--- src/rtl/tx_ctrl_pkg.sv ---
// Shared types and defaults for the TX bring-up controller: state encodings,
// the state enum and the default timing/width constants.
package tx_ctrl_pkg;

  localparam int DEF_RST_CYC  = 16;
  localparam int DEF_WARM_CYC = 64;
  localparam int DEF_CNT_W    = 16;

  localparam logic [2:0] ENC_IDLE    = 3'd0;
  localparam logic [2:0] ENC_RST_ALL = 3'd1;
  localparam logic [2:0] ENC_REL_TX  = 3'd2;
  localparam logic [2:0] ENC_WARM    = 3'd3;
  localparam logic [2:0] ENC_RUN     = 3'd4;

  typedef enum logic [2:0] {
    ST_IDLE    = ENC_IDLE,
    ST_RST_ALL = ENC_RST_ALL,
    ST_REL_TX  = ENC_REL_TX,
    ST_WARM    = ENC_WARM,
    ST_RUN     = ENC_RUN
  } tx_state_e;

endpackage

--- src/rtl/tx_bringup_ctrl_if.sv ---
// Control/status bundle between the bring-up controller (slave) and
// whoever sequences it (master).
interface tx_bringup_ctrl_if
  import tx_ctrl_pkg::*;
#(
  parameter int CNT_W = DEF_CNT_W
);
  logic             start;
  logic             stop;
  logic [CNT_W-1:0] inj_period;
  logic             inj_single;
  logic             rst_tx;
  logic             rst_prbs;
  logic             inj_error;
  logic             ready;
  logic [2:0]       state;
  logic [CNT_W-1:0] inj_count;

  modport master (
    output start, stop, inj_period, inj_single,
    input  rst_tx, rst_prbs, inj_error, ready, state, inj_count
  );

  modport slave (
    input  start, stop, inj_period, inj_single,
    output rst_tx, rst_prbs, inj_error, ready, state, inj_count
  );
endinterface

--- src/rtl/tx_ctrl_timer.sv ---
// Loadable down-counter; done is high whenever the count has reached zero.
module tx_ctrl_timer #(
  parameter int W = 8
) (
  input  logic         clk,
  input  logic         rst_n,
  input  logic         load,
  input  logic [W-1:0] load_val,
  output logic         done
);

  logic [W-1:0] count;

  always_ff @(posedge clk or negedge rst_n) begin
    if (!rst_n) begin
      count <= '0;
    end else if (load) begin
      count <= load_val;
    end else if (count != '0) begin
      count <= count - W'(1);
    end
  end

  assign done = (count == '0);

endmodule

--- src/rtl/tx_bringup_ctrl.sv ---
// TX bring-up sequencer: staged reset release, warm-up, then RUN with optional
// error injection enabled by defining TX_ERR_INJ_EN.
module tx_bringup_ctrl
  import tx_ctrl_pkg::*;
#(
  parameter int RST_CYC  = DEF_RST_CYC,
  parameter int WARM_CYC = DEF_WARM_CYC,
  parameter int CNT_W    = DEF_CNT_W
) (
  input  logic                clk,
  input  logic                rst_n,
  tx_bringup_ctrl_if.slave    bus
);

  localparam int MAX_CYC = (RST_CYC > WARM_CYC) ? RST_CYC : WARM_CYC;
  localparam int TMR_W   = $clog2(MAX_CYC + 1);

  tx_state_e        state_q, next_state;
  logic             tmr_load, tmr_done;
  logic [TMR_W-1:0] tmr_val;
  logic             rst_tx_q, rst_prbs_q, ready_q;

  tx_ctrl_timer #(.W(TMR_W)) u_timer (
    .clk      (clk),
    .rst_n    (rst_n),
    .load     (tmr_load),
    .load_val (tmr_val),
    .done     (tmr_done)
  );

  // The timer is loaded with N-1 on each phase entry so the phase lasts N cycles.
  always_comb begin
    next_state = state_q;
    tmr_load   = 1'b0;
    tmr_val    = '0;
    case (state_q)
      ST_IDLE: if (bus.start && !bus.stop) begin
        next_state = ST_RST_ALL;
        tmr_load   = 1'b1;
        tmr_val    = TMR_W'(RST_CYC - 1);
      end
      ST_RST_ALL: if (tmr_done) begin
        next_state = ST_REL_TX;
        tmr_load   = 1'b1;
        tmr_val    = TMR_W'(RST_CYC - 1);
      end
      ST_REL_TX: if (tmr_done) begin
        next_state = ST_WARM;
        tmr_load   = 1'b1;
        tmr_val    = TMR_W'(WARM_CYC - 1);
      end
      ST_WARM: if (tmr_done) next_state = ST_RUN;
      ST_RUN:  next_state = ST_RUN;
      default: next_state = ST_IDLE;
    endcase
    if (bus.stop && state_q != ST_IDLE) begin
      next_state = ST_IDLE;
      tmr_load   = 1'b0;
    end
  end

  // Outputs are decoded from next_state so the registered values line up with state.
  always_ff @(posedge clk or negedge rst_n) begin
    if (!rst_n) begin
      state_q    <= ST_IDLE;
      rst_tx_q   <= 1'b1;
      rst_prbs_q <= 1'b1;
      ready_q    <= 1'b0;
    end else begin
      state_q    <= next_state;
      rst_tx_q   <= (next_state inside {ST_IDLE, ST_RST_ALL});
      rst_prbs_q <= (next_state inside {ST_IDLE, ST_RST_ALL, ST_REL_TX});
      ready_q    <= (next_state == ST_RUN);
    end
  end

  assign bus.state    = state_q;
  assign bus.rst_tx   = rst_tx_q;
  assign bus.rst_prbs = rst_prbs_q;
  assign bus.ready    = ready_q;

`ifdef TX_ERR_INJ_EN
  logic [CNT_W-1:0] per_cnt, inj_cnt_q;
  logic             single_q, inj_err_q;
  logic             run_now, per_en, per_hit, per_wrap, single_rise, fire;

  assign run_now     = (state_q == ST_RUN);
  assign per_en      = (bus.inj_period != '0);
  assign per_hit     = run_now && per_en && (per_cnt == bus.inj_period - CNT_W'(1));
  assign per_wrap    = (per_cnt >= bus.inj_period);
  assign single_rise = run_now && bus.inj_single && !single_q;
  assign fire        = (per_hit || single_rise) && (next_state == ST_RUN);

  // A lowered period below the running count wraps silently rather than pulsing.
  always_ff @(posedge clk or negedge rst_n) begin
    if (!rst_n) begin
      per_cnt   <= '0;
      inj_cnt_q <= '0;
      single_q  <= 1'b0;
      inj_err_q <= 1'b0;
    end else begin
      single_q  <= bus.inj_single;
      inj_err_q <= fire;
      if (!run_now) begin
        per_cnt <= '0;
      end else if (per_en) begin
        per_cnt <= (per_hit || per_wrap) ? '0 : per_cnt + CNT_W'(1);
      end
      if (state_q == ST_IDLE && next_state == ST_RST_ALL) begin
        inj_cnt_q <= '0;
      end else if (fire && inj_cnt_q != '1) begin
        inj_cnt_q <= inj_cnt_q + CNT_W'(1);
      end
    end
  end

  assign bus.inj_error = inj_err_q;
  assign bus.inj_count = inj_cnt_q;
`else
  logic unused_inj_ok;
  assign unused_inj_ok = ^{bus.inj_period, bus.inj_single};
  assign bus.inj_error = 1'b0;
  assign bus.inj_count = '0;
`endif

endmodule
--- src/flat_wrapper.sv ---
// flat-port wrapper written by rule: the top's interface ports become plain ports
module tx_bringup_ctrl_flat import tx_ctrl_pkg::*;
#(
  parameter int RST_CYC  = DEF_RST_CYC,
  parameter int WARM_CYC = DEF_WARM_CYC,
  parameter int CNT_W    = DEF_CNT_W
)
  (clk, rst_n, bus_start, bus_stop, bus_inj_period, bus_inj_single, bus_rst_tx, bus_rst_prbs, bus_inj_error, bus_ready, bus_state, bus_inj_count);
  tx_bringup_ctrl_if #(.CNT_W(CNT_W)) bus_i ();
  input  logic clk;
  input  logic rst_n;
  input wire logic [$bits(bus_i.start)-1:0] bus_start;
  input wire logic [$bits(bus_i.stop)-1:0] bus_stop;
  input wire logic [$bits(bus_i.inj_period)-1:0] bus_inj_period;
  input wire logic [$bits(bus_i.inj_single)-1:0] bus_inj_single;
  output wire logic [$bits(bus_i.rst_tx)-1:0] bus_rst_tx;
  output wire logic [$bits(bus_i.rst_prbs)-1:0] bus_rst_prbs;
  output wire logic [$bits(bus_i.inj_error)-1:0] bus_inj_error;
  output wire logic [$bits(bus_i.ready)-1:0] bus_ready;
  output wire logic [$bits(bus_i.state)-1:0] bus_state;
  output wire logic [$bits(bus_i.inj_count)-1:0] bus_inj_count;
  assign bus_i.start = bus_start;
  assign bus_i.stop = bus_stop;
  assign bus_i.inj_period = bus_inj_period;
  assign bus_i.inj_single = bus_inj_single;
  assign bus_rst_tx = bus_i.rst_tx;
  assign bus_rst_prbs = bus_i.rst_prbs;
  assign bus_inj_error = bus_i.inj_error;
  assign bus_ready = bus_i.ready;
  assign bus_state = bus_i.state;
  assign bus_inj_count = bus_i.inj_count;
  tx_bringup_ctrl #(.RST_CYC(RST_CYC), .WARM_CYC(WARM_CYC), .CNT_W(CNT_W)) u_core (.clk(clk), .rst_n(rst_n), .bus(bus_i));
endmodule
--- config.mk ---
export PLATFORM = sky130hd
export DESIGN_NAME = tx_bringup_ctrl_flat
export DESIGN_NICKNAME = d
export VERILOG_FILES = /design/src/rtl/tx_ctrl_pkg.sv /design/src/rtl/tx_bringup_ctrl_if.sv /design/src/rtl/tx_ctrl_timer.sv /design/src/rtl/tx_bringup_ctrl.sv /design/src/flat_wrapper.sv
export SDC_FILE = /design/constraint.sdc
export NUM_CORES = 1
export LEC_CHECK = 0
export CORE_UTILIZATION = 36
export DETAILED_ROUTE_END_ITERATION = 8
export HOLD_SLACK_MARGIN = 0.1
export PLACE_DENSITY = 0.86
export SLEW_MARGIN = 20
export SYNTH_ARGS = -nofsm -noshare
export SYNTH_HDL_FRONTEND = slang
export SYNTH_HIERARCHICAL = 1
export SYNTH_SLANG_ARGS = --single-unit
--- constraint.sdc ---
create_clock -name clk -period 2.48 [get_ports clk]
set_input_delay 0.496 -clock clk [delete_from_list [all_inputs] [get_ports clk]]
set_output_delay 0.496 -clock clk [all_outputs]
set_load 0.02 [all_outputs]
* Word-level counts from Yosys, hierarchy flattened
Cells that the tools add are included.
** Word-level totals
- Output and inout port bits :: 23
- Register bits :: 13
- Bits of input ports :: 21
** Operators by class
- Muxes and demuxes :: 16
- Eq/ne operators :: 7
- $add $sub $neg :: 1
- Reduce and logical (&&, ||, !) cells :: 12
** Operators with widths (number)
- case mux 7 bit (3 select lines) :: 1
- two-way mux 3 bit :: 5
- case mux 3 bit (5 select lines) :: 1
- two-way mux 7 bit :: 2
- equality test 3 x 2 -> 1 bit (second input constant) :: 3
- two-way mux 4 bit :: 2
- zero test 7 bit :: 1
- nonzero test 7 bit :: 1
- subtractor 7 x 1 -> 7 bit (second input constant) :: 1
- equality test 3 x 1 -> 1 bit (second input constant) :: 2
- equality test 3 bit (second input constant) :: 2
- zero test 3 bit :: 2
- two-way mux 6 bit :: 1
- nonzero test 3 bit :: 2
- nonzero test 2 bit :: 2
- two-way mux 1 bit :: 3
- logical AND 1 bit :: 2
- case mux 1 bit (2 select lines) :: 1
- OR reduction 2 bit :: 1
- zero test 1 bit :: 1

* Logic depth before layout (Yosys ltp)
Gate-level depths: netlist (run 1).
- Depth in word-level cells :: 7
- Mapped depth :: 10
- Mapped depth without buffers :: 9

* Cells and area by module
Netlist (run 1), hierarchy kept.
** By module, submodules not included
- tx_bringup_ctrl :: instances 1, seq. area each 152.6 um^2, cells each 50, area an instance 473.0 um^2
- tx_ctrl_timer :: instances 1, seq. area each 175.2 um^2, cells each 43, area an instance 434.2 um^2

* Worst setup path before layout (run 1)
No wires, ideal clock.
- Kind :: reg-to-reg
- From :: reg u_core.u_timer.count[3]
- To :: reg u_core.u_timer.count[5]
- Slack :: 22 ps
- Period minus slack after synthesis :: 2458 ps
- Stages on the path, launching flop included :: 9
- Arrival time :: 2381 ps
- Cell sequence :: dfrtp_1 > or4_4 > nor2_1 > nand2_1 > o22a_1 > nor3_1 > clkbuf_1 > a41oi_1 > a21oi_1
** On the way
- Cells in the longest elaborated chain, start to end :: 5
- Elaborated cells between the ends (all ways) :: 11
- Classes of those cells :: add/sub (1); mux (7); reduce/logical (3)
** Ends and longest elaborated chain
- start: declaration :: RTL line tx_ctrl_timer.sv:12 : logic [W-1:0] count;
- start signal: assignment :: RTL line tx_ctrl_timer.sv:18 : count <= load_val;
- start signal: assignment :: RTL line tx_ctrl_timer.sv:20 : count <= count - W'(1);
- zero test 7 bit (*) :: RTL line tx_ctrl_timer.sv:24 : assign done = (count == '0);
- named net u_core.tmr_done :: RTL line tx_bringup_ctrl.sv:19 : logic tmr_load, tmr_done;
- two-way mux 1 bit (*) :: RTL line tx_bringup_ctrl.sv:42, tx_bringup_ctrl.sv:47
- case mux 1 bit (2 select lines) (*) :: RTL line tx_bringup_ctrl.sv:36 : case (state_q)
- two-way mux 1 bit (*) :: RTL line tx_bringup_ctrl.sv:56 : if (bus.stop && state_q != ST_IDLE) begin
- named net u_core.tmr_load :: RTL line tx_bringup_ctrl.sv:19
- two-way mux 7 bit / nonzero test 2 bit (equally long branches)
Mark *: on every way through the listed nets, which the timed path passes. The rest lies on a longest branch. The select of a mux whose other input is x is not followed.
A chain may end at the register's enable or synchronous reset.

* Final worst setup path (run 1)
- From :: reg u_core.u_timer.count[3]
- To :: reg u_core.u_timer.count[1]
Same word-level chain as after synthesis.

==> flow_summary.json, run 1 <==
{
  "power.density_mw_per_mm2": 861.2,
  "avgRoutedWirePerCell_um": 13.35,
  "clkPwrFrac_pct": 15.9,
  "cp-end-kind": "flip-flop",
  "cp-start-kind": "flip-flop",
  "post-route-util_pct": 42.59,
  "drive_gt1_share_pct": 14.42,
  "worstSetupPathType": "flip-flop to flip-flop",
  "grt_max_degree": 15,
  "syn_avg_cell_area_um2": 9.754,
  "rows": 17,
  "synth_common_cells": "buf_4 (17), dfrtp_1 (11)",
  "dr.pass1.iters": 4,
  "grt_pass1_wl_um": 2911,
  "finalCritPeriodShare_pct": 94.95,
  "cts.sinks": 13,
  "setup_viol": 0,
  "grt_antenna_before_repair": 0,
  "final_nets": 128,
  "synth_flop_cell": "dfrtp_1",
  "placeableCoreArea_mm2": 0.002297,
  "initial_core_util_pct": 39.49,
  "status": "completed",
  "synthMuxAreaShare_pct": 1.103,
  "cts.path.max_buffers": 2,
  "synth_top_family_by_area": "buffers and inverters",
  "synth_edf_count": 0,
  "cts_buffers": 3,
  "syn2layout_area_growth_pct": 7.862,
  "die_h_um": 52.20,
  "cts_setup_buffers": 0,
  "synth-compound-area-share_pct": 18.62,
  "timing.fmax_ghz": 0.4247,
  "drv_cap": 0,
  "drc": 0,
  "hpwl_um": 1346,
  "synth_seq_area_share_pct": 36.14,
  "die_w_um": 52.20,
  "hold_class": "primary input to asynchronous set/reset pin",
  "clockRootBuffer": "clkbuf_4",
  "synth_most_common_cell": "buf_4",
  "synth_cells": 93,
  "yosysWarnings": 6,
  "worst_skew_pair.late_latency_ns": 0.28,
  "vias": 671,
  "slew_violations": 0,
  "ys_types": 42,
  "power.switching_uw": 346.2,
  "min_period_ns": 2.355,
  "ios": 44,
  "grtUsageTotal_pct": 14.73,
  "cts_tree": "built",
  "ys_async_sr_fraction_pct": 100.0,
  "synth_top_cell_area_share_pct": 30.34,
  "switching_share_pct": 41.09,
  "synth-simple-area-share_pct": 18.90,
  "yosys.area_share.xor_xnor_pct": 2.897,
  "ys_seq_elements": 13,
  "cp.arrival_ns": 2.52,
  "syn_area_um2": 907.1,
  "ff2ff_setup_slack_ns": 0.13,
  "ant_nets": 0,
  "synth_adder_area_share_pct": 2.759,
  "drt_wl_total_um": 1762,
  "p_leak_uw": 0.0004137,
  "finalHoldViolCount": 0,
  "path_max_fanout": 14,
  "h-tree-depth": 1,
  "cp.required_ns": 2.65,
  "dpl.cell_count": 128,
  "dieArea_mm2": 0.002724,
  "skew_ns": 0.003010,
  "seq_power_share_pct": 41.2,
  "numPortBuffers": 9,
  "vias_per_cell": 5.083,
  "place_congestion": 0.8194,
  "pwr-share-comb_pct": 42.9,
  "instances_no_fill": 132,
  "antenna_cells": 0,
  "vdd_drop_max_uv": 326.7,
  "fin_tns_setup_ns": 0,
  "first_global_vias": 641,
  "tightest_slew_ns": 0.5971,
  "power.internal_uw": 496.4,
  "rsz0062_at_grt": "no",
  "first_iter_violations": 12,
  "synth_area_leaders": "dfrtp_1 (30%), buf_4 (14%), dfstp_2 (5.8%)",
  "slew_headroom_pct": 60.07,
  "overflow": 0,
  "cts.clk_slew.worst_paths_ns": 0.09,
  "yosysTopAreaCell": "dfrtp_1"
}
## worst max-delay path, stage by stage, from the launching register on
cell and delay (ns):
dfrtp_1 0.44, or4_4 0.60, nor2_2 0.25, nand2_1 0.11, o22a_1 0.22, nor3_1 0.13
buf_4 0.22, a31oi_1 0.06, a22o_1 0.22
## area by class of cell
class,instances,area [µm²]
fillers,225,1319
multi-input cells,73,471.7
flip-flops and latches,13,327.8
repair buffers,11,105.1
well taps,28,35.03
clock buffers,3,22.52
inverters,3,11.26
clock inverters,1,5.005
## cell families after synthesis
| logic type | Yosys count |
|---|---|
| flops | 13 |
| compound gates | 24 |
| mux | 1 |
| simple gates | 25 |
| other cells | 1 |
| fa+ha+maj | 2 |
| buf+inv | 24 |
| xor+xnor | 3 |
## final timing paths
| check | startpoint | end | cells after the start |
|---|---|---|---|
| max | u_core/u_timer/count[3] | u_core/u_timer/count[1] | 8 |
| min | rst_n | u_core/bus.state[0] | 1 |
| max reg2reg | u_core/u_timer/count[3] | u_core/u_timer/count[1] | 8 |
| min reg2reg | u_core/u_timer/count[5] | u_core/u_timer/count[5] | 2 |
| max in group asynchronous | rst_n | u_core/u_timer/count[5] | 1 |
| min in group clk | u_core/u_timer/count[5] | u_core/u_timer/count[5] | 2 |
## metal layers
| metal | share of wire, % | track usage (%) | vias to the layer above |
|---|---|---|---|
| met3 | 3.7 | 4.638 | 2 |
| met4 | 0.45 | 7.018 | 0 |
| li1 | - | - | 323 |
| met2 | 56 | 25.85 | 15 |
| met5 | 0 | 0 | - |
| met1 | 40 | 15.91 | 331 |
## per-stage QoR
| step | setup slack, ns | hold slack [ns] | power [µW] | instance area [µm²] |
|---|---|---|---|---|
| floorplan | 0.02178 | 0.2004 | 636.0 | 970.9 |
| global placement | 0.1689 | 0.5656 | 668.7 | 948.4 |
| detailed placement | 0.07861 | 0.5749 | 701.0 | 948.4 |
| CTS | 0.04034 | 0.5888 | 842.8 | 975.9 |
| global route | 0.02877 | 0.6152 | 903.6 | 978.4 |
| finish | 0.1253 | 0.5882 | 842.6 | 978.4 |
## power by group through the flow
stage,logic [µW],registers (µW),clock network [µW]
2_1_floorplan,303,333,0
3_3_place_gp,327,342,0
3_5_place_dp,352,349,0
4_1_cts,357,345,141
5_1_grt,397,354,152
6_report,362,347,134
## what timing repair did
item,in CTS,in global routing
hold buffers,0,0
setup endpoints to repair,0,3
hold endpoints to repair,0,0
gates resized for setup,0,1
## registers in the layout, summed over array words and instances (netlist names)
register              flops
u_core/bus.ready          1
u_core/u_timer/count      7
u_core/bus.state          3
u_core/bus.rst_tx         1
u_core/bus.rst_prbs       1
## placed cells by master (no fill, tap or decap), drive strengths merged
master	instances
a211o	1
a211oi	1
a21boi	1
a21o	3
a21oi	4
a221oi	1
a22o	1
a31oi	1
a41oi	1
and2	1
and4bb	1
buf	2
clkbuf	3
clkdlybuf4s50	9
clkinv	1
conb	18
dfrtp	11
dfstp	2
ha	2
inv	3
mux2i	1
nand2	4
nand2b	2
nand4	1
nor2	2
nor2b	3
nor3	4
nor3b	1
nor4	2
nor4b	1
o211ai	1
o21ai	3
o22a	1
o31a	1
o31ai	4
or3	1
or4	2
xnor2	3
(Power assumes the default switching activity.)
==> run 2: changes to the inputs <==
- CORE_UTILIZATION: 36 -> 30
- CTS_CLUSTER_SIZE: not set -> 8
- PLACE_DENSITY: 0.86 -> 0.76
==> flow_summary.json, run 2 (same netlist as run 1, synthesis figures left out) <==
{
  "status": "completed",
  "slew_headroom_pct": 62.37,
  "die_w_um": 56.99,
  "stdcell_area_um2": 982.2,
  "die_h_um": 56.99,
  "hold_buffers": 0,
  "path_cells": "or4_4, nor2_2, nand2_1, o22a_1, nor3_1, buf_4, a31oi_1, a22o_1",
  "drt_wl_total_um": 1553,
  "critPathBufInv": 1,
  "initial_core_util_pct": 32.34,
  "timing.fmax_ghz": 0.4311,
  "mostFrequentLayoutCells": "conb_1 (18), dfrtp_1 (11), clkdlybuf4s50_1 (9)",
  "setup_viol": 0,
  "cp-start-kind": "flip-flop",
  "first_global_vias": 660,
  "vias": 660,
  "crit_family": "simple AND/OR/NAND/NOR gates",
  "ant_nets": 0,
  "layout_commonest_cell": "conb_1",
  "finalHoldViolCount": 0,
  "worst_skew_pair.late_latency_ns": 0.28,
  "skew_ns": 0.007068,
  "clockRootBuffer": "clkbuf_4",
  "antenna_cells": 0,
  "dr.pass1.iters": 4,
  "place_congestion": 0.7630,
  "cts_tree": "built",
  "cp.required_ns": 2.65,
  "first_iter_violations": 21,
  "h-tree-depth": 1,
  "tightest_slew_ns": 0.5627,
  "hold_class": "primary input to asynchronous set/reset pin",
  "path_max_fanout": 14,
  "grt_antenna_before_repair": 0,
  "p_leak_uw": 0.0004137,
  "top_register": "u_core/u_timer/count",
  "final_nets": 128,
  "fin_tns_setup_ns": 0,
  "numPortBuffers": 9,
  "finalCritPeriodShare_pct": 93.53,
  "syn2layout_area_growth_pct": 8.276,
  "rsz0062_at_grt": "no",
  "cp_slowest_cell": "or4_4",
  "placeableCoreArea_mm2": 0.002805,
  "overflow": 0,
  "grtUsageTotal_pct": 10.57,
  "ios": 44,
  "avgRoutedWirePerCell_um": 11.50,
  "worstSetupPathType": "flip-flop to flip-flop",
  "power.density_mw_per_mm2": 844.3,
  "slew_violations": 0,
  "drc": 0,
  "min_period_ns": 2.319,
  "postPlaceCellArea_um2": 952.2,
  "drv_cap": 0,
  "cp.arrival_ns": 2.49,
  "vdd_drop_max_uv": 235.2,
  "cp-end-kind": "flip-flop",
  "rows": 19,
  "vias_per_cell": 4.889,
  "drive_gt1_share_pct": 14.42,
  "cts.sinks": 13,
  "cts_buffers": 3,
  "largest_reg_flops": 7,
  "fin_ws_ns": 0.1605,
  "grt_max_degree": 15,
  "slowest_delay_ns": 0.60,
  "cts.path.max_buffers": 2,
  "cts.clk_slew.worst_paths_ns": 0.08,
  "hpwl_um": 1179,
  "grt_pass1_wl_um": 2615,
  "dieArea_mm2": 0.003248,
  "pre_cts_ws_ns": 0.09164
}
==> run 2: cell counts in the layout (fill, tap and decap cells not counted) <==
Identical to the previous run, type by type.
==> run 2: final timing paths <==
kind,cells after the start,endpoint,from,slack [ns]
setup / recovery,8,u_core/u_timer/count[1],u_core/u_timer/count[3],0.16
hold / removal,1,u_core/u_timer/count[6],rst_n,0.57
setup reg to reg,8,u_core/u_timer/count[1],u_core/u_timer/count[3],0.16
hold reg to reg,1,u_core/bus.state[1],u_core/bus.state[2],0.59
max in group asynchronous,1,u_core/u_timer/count[3],rst_n,1.53
min in group clk,1,u_core/bus.state[1],u_core/bus.state[2],0.59
==> run 2: what timing repair did <==
item                       4_1_cts  5_1_grt
setup endpoints to repair        0        3
setup buffers                    0        0
hold endpoints to repair         0        0
resized for setup                0        1
==> run 2: stage by stage <==
stage | util (%) | power, µW | hold slack, ns | instances
after CTS | 34.92 | 828.7 | 0.5858 | 135
after global placement | 33.94 | 670.4 | 0.5671 | 131
after detailed placement | 33.94 | 688.9 | 0.5779 | 131
final | 35.01 | 829.3 | 0.5706 | 135
after global routing | 35.01 | 890.0 | 0.6217 | 135
after floorplan | - | 636.0 | 0.2004 | 110
==> run 2: worst reg2reg max path, delay by kind of cell (launching register included) <==
family	cells	cell delay (ns)
flops	1	0.44
buf+inv	1	0.22
simple gates	4	1.08
compound gates	3	0.47
==> run 2: power by group <==
| part | internal [µW] | switching [µW] | total, µW |
|---|---|---|---|
| combinational | 162 | 190 | 352 |
| clock | 59.9 | 71.9 | 132 |
| sequential | 273 | 72.4 | 346 |
==> run 2: layout make-up <==
cell class                      count  area (µm²)
Inverter                            3       11.26
Tap cell                           31       38.79
Clock inverter                      1       5.005
Sequential cell                    13       327.8
Timing Repair Buffer               11       105.1
Fill cell                         296        1823
Clock buffer                        3       22.52
Multi-Input combinational cell     73       471.7
==> run 2: per-layer routing <==
metal | vias up | wire [µm] | GRT usage [%]
li1 | 320 | - | -
met1 | 310 | 647 | 10.65
met2 | 30 | 815 | 18.15
met3 | 0 | 90 | 4.082
met4 | 0 | 0 | 6.969
met5 | - | 0 | 0
==> run 3: changes to the inputs <==
- CORE_MARGIN: not set -> 4
==> flow_summary.json, run 3 (same netlist as run 1, synthesis figures left out) <==
{
  "status": "completed",
  "hold_ws_ns": 0.5824,
  "largest_reg_flops": 7,
  "ant_nets": 0,
  "slew_headroom_pct": 60.43,
  "avgRoutedWirePerCell_um": 12.73,
  "clockRootBuffer": "clkbuf_4",
  "cp-start-kind": "flip-flop",
  "finalHoldViolCount": 0,
  "worst_skew_pair.late_latency_ns": 0.28,
  "overflow": 0,
  "dieArea_mm2": 0.003968,
  "cts.sinks": 13,
  "power.density_mw_per_mm2": 852.6,
  "initial_core_util_pct": 32.07,
  "cp.arrival_ns": 2.47,
  "h-tree-depth": 1,
  "layout_commonest_cell": "conb_1",
  "setup_viol": 0,
  "numPortBuffers": 9,
  "cts.path.max_buffers": 2,
  "tightest_slew_ns": 0.5917,
  "mostFrequentLayoutCells": "conb_1 (18), dfrtp_1 (11), clkdlybuf4s50_1 (9)",
  "ff2ff_setup_slack_ns": 0.18,
  "grt_pass1_wl_um": 3077,
  "worstSetupPathType": "flip-flop to flip-flop",
  "die_h_um": 62.99,
  "hold_class": "primary input to asynchronous set/reset pin",
  "ios": 44,
  "fin_tns_setup_ns": 0,
  "rows": 19,
  "cts_tree": "built",
  "drive_gt1_share_pct": 14.42,
  "rsz0062_at_grt": "no",
  "top_register": "u_core/u_timer/count",
  "grt_antenna_before_repair": 0,
  "p_leak_uw": 0.0004139,
  "place_congestion": 0.7936,
  "dr.pass1.iters": 4,
  "cts.clk_slew.worst_paths_ns": 0.09,
  "vias_per_cell": 4.963,
  "min_period_ns": 2.301,
  "r2r-start": "u_core/u_timer/count[3]",
  "finalCritPeriodShare_pct": 92.78,
  "vdd_drop_max_uv": 246.6,
  "cts_buffers": 3,
  "skew_ns": 0.007304,
  "post-route-util_pct": 34.90,
  "path_max_fanout": 14,
  "grt_max_degree": 15,
  "placeableCoreArea_mm2": 0.002829,
  "reg2reg_to": "u_core/u_timer/count[1]",
  "first_iter_violations": 86,
  "slew_violations": 0,
  "timing.fmax_ghz": 0.4346,
  "hpwl_um": 1307,
  "cts_setup_buffers": 0,
  "drv_cap": 0,
  "antenna_cells": 0,
  "drc": 0,
  "syn2layout_area_growth_pct": 8.828,
  "die_w_um": 62.99,
  "drt_wl_total_um": 1719,
  "final_nets": 128,
  "r2r_cells": 8,
  "vias": 670,
  "cp.required_ns": 2.65,
  "cp-end-kind": "flip-flop",
  "first_global_vias": 694,
  "grtUsageTotal_pct": 9.601
}
[run 3: worst max-delay path by stage]
stage	endpoint	slack [ns]	startpoint	cells past startpoint
6_report	u_core/u_timer/count[1]	0.18	u_core/u_timer/count[3]	8
3_3_place_gp	u_core/u_timer/count[1]	0.16	u_core/u_timer/count[3]	8
4_1_cts	u_core/u_timer/count[1]	0.01	u_core/u_timer/count[3]	8
2_1_floorplan	u_core/u_timer/count[5]	0.02	u_core/u_timer/count[3]	8
3_5_place_dp	u_core/u_timer/count[1]	0.04	u_core/u_timer/count[3]	8
5_1_grt	u_core/u_timer/count[1]	0.03	u_core/u_timer/count[3]	8
[run 3: metrics by stage]
step	instance area, µm²	std cells	power, µW	setup WS, ns
3_3_place_gp	952.2	131	670.0	0.1577
2_1_floorplan	970.9	110	636.0	0.02178
5_1_grt	987.2	135	912.0	0.03101
6_report	987.2	135	841.7	0.1791
4_1_cts	979.7	135	833.5	0.01465
3_5_place_dp	952.2	131	692.3	0.03957
[run 3: what timing repair did]
action,4_1_cts,5_1_grt
hold buffers,0,0
setup endpoints to repair,0,5
resized for setup,0,2
[run 3: cell type report]
cell class / instances / area [µm²]
Clock buffer: 3 / 22.52
Tap cell: 31 / 38.79
Timing Repair Buffer: 11 / 105.1
Clock inverter: 1 / 5.005
Sequential cell: 13 / 327.8
Multi-Input combinational cell: 73 / 476.7
Fill cell: 288 / 1842
Inverter: 3 / 11.26
[run 3: worst max-delay path, cell delays in order, from the launching register on]
cell     delay (ns)
dfrtp_1        0.44
or4_4          0.61
nor2_4         0.18
nand2_1        0.10
o22a_1         0.22
nor3_1         0.14
buf_4          0.22
a31oi_1        0.06
a22o_1         0.22
[run 3: layer usage]
layer	global-route usage, %	part of all wire (%)	wire (µm)
met5	0	0	0
met1	10.49	42	725
met3	3.597	5.0	86
met2	17.26	52	895
met4	2.479	0.70	12
[run 3: report_power, final]
group | switching [µW] | internal [µW]
registers | 76.2 | 273
logic | 195 | 163
clock network | 74.9 | 59.8
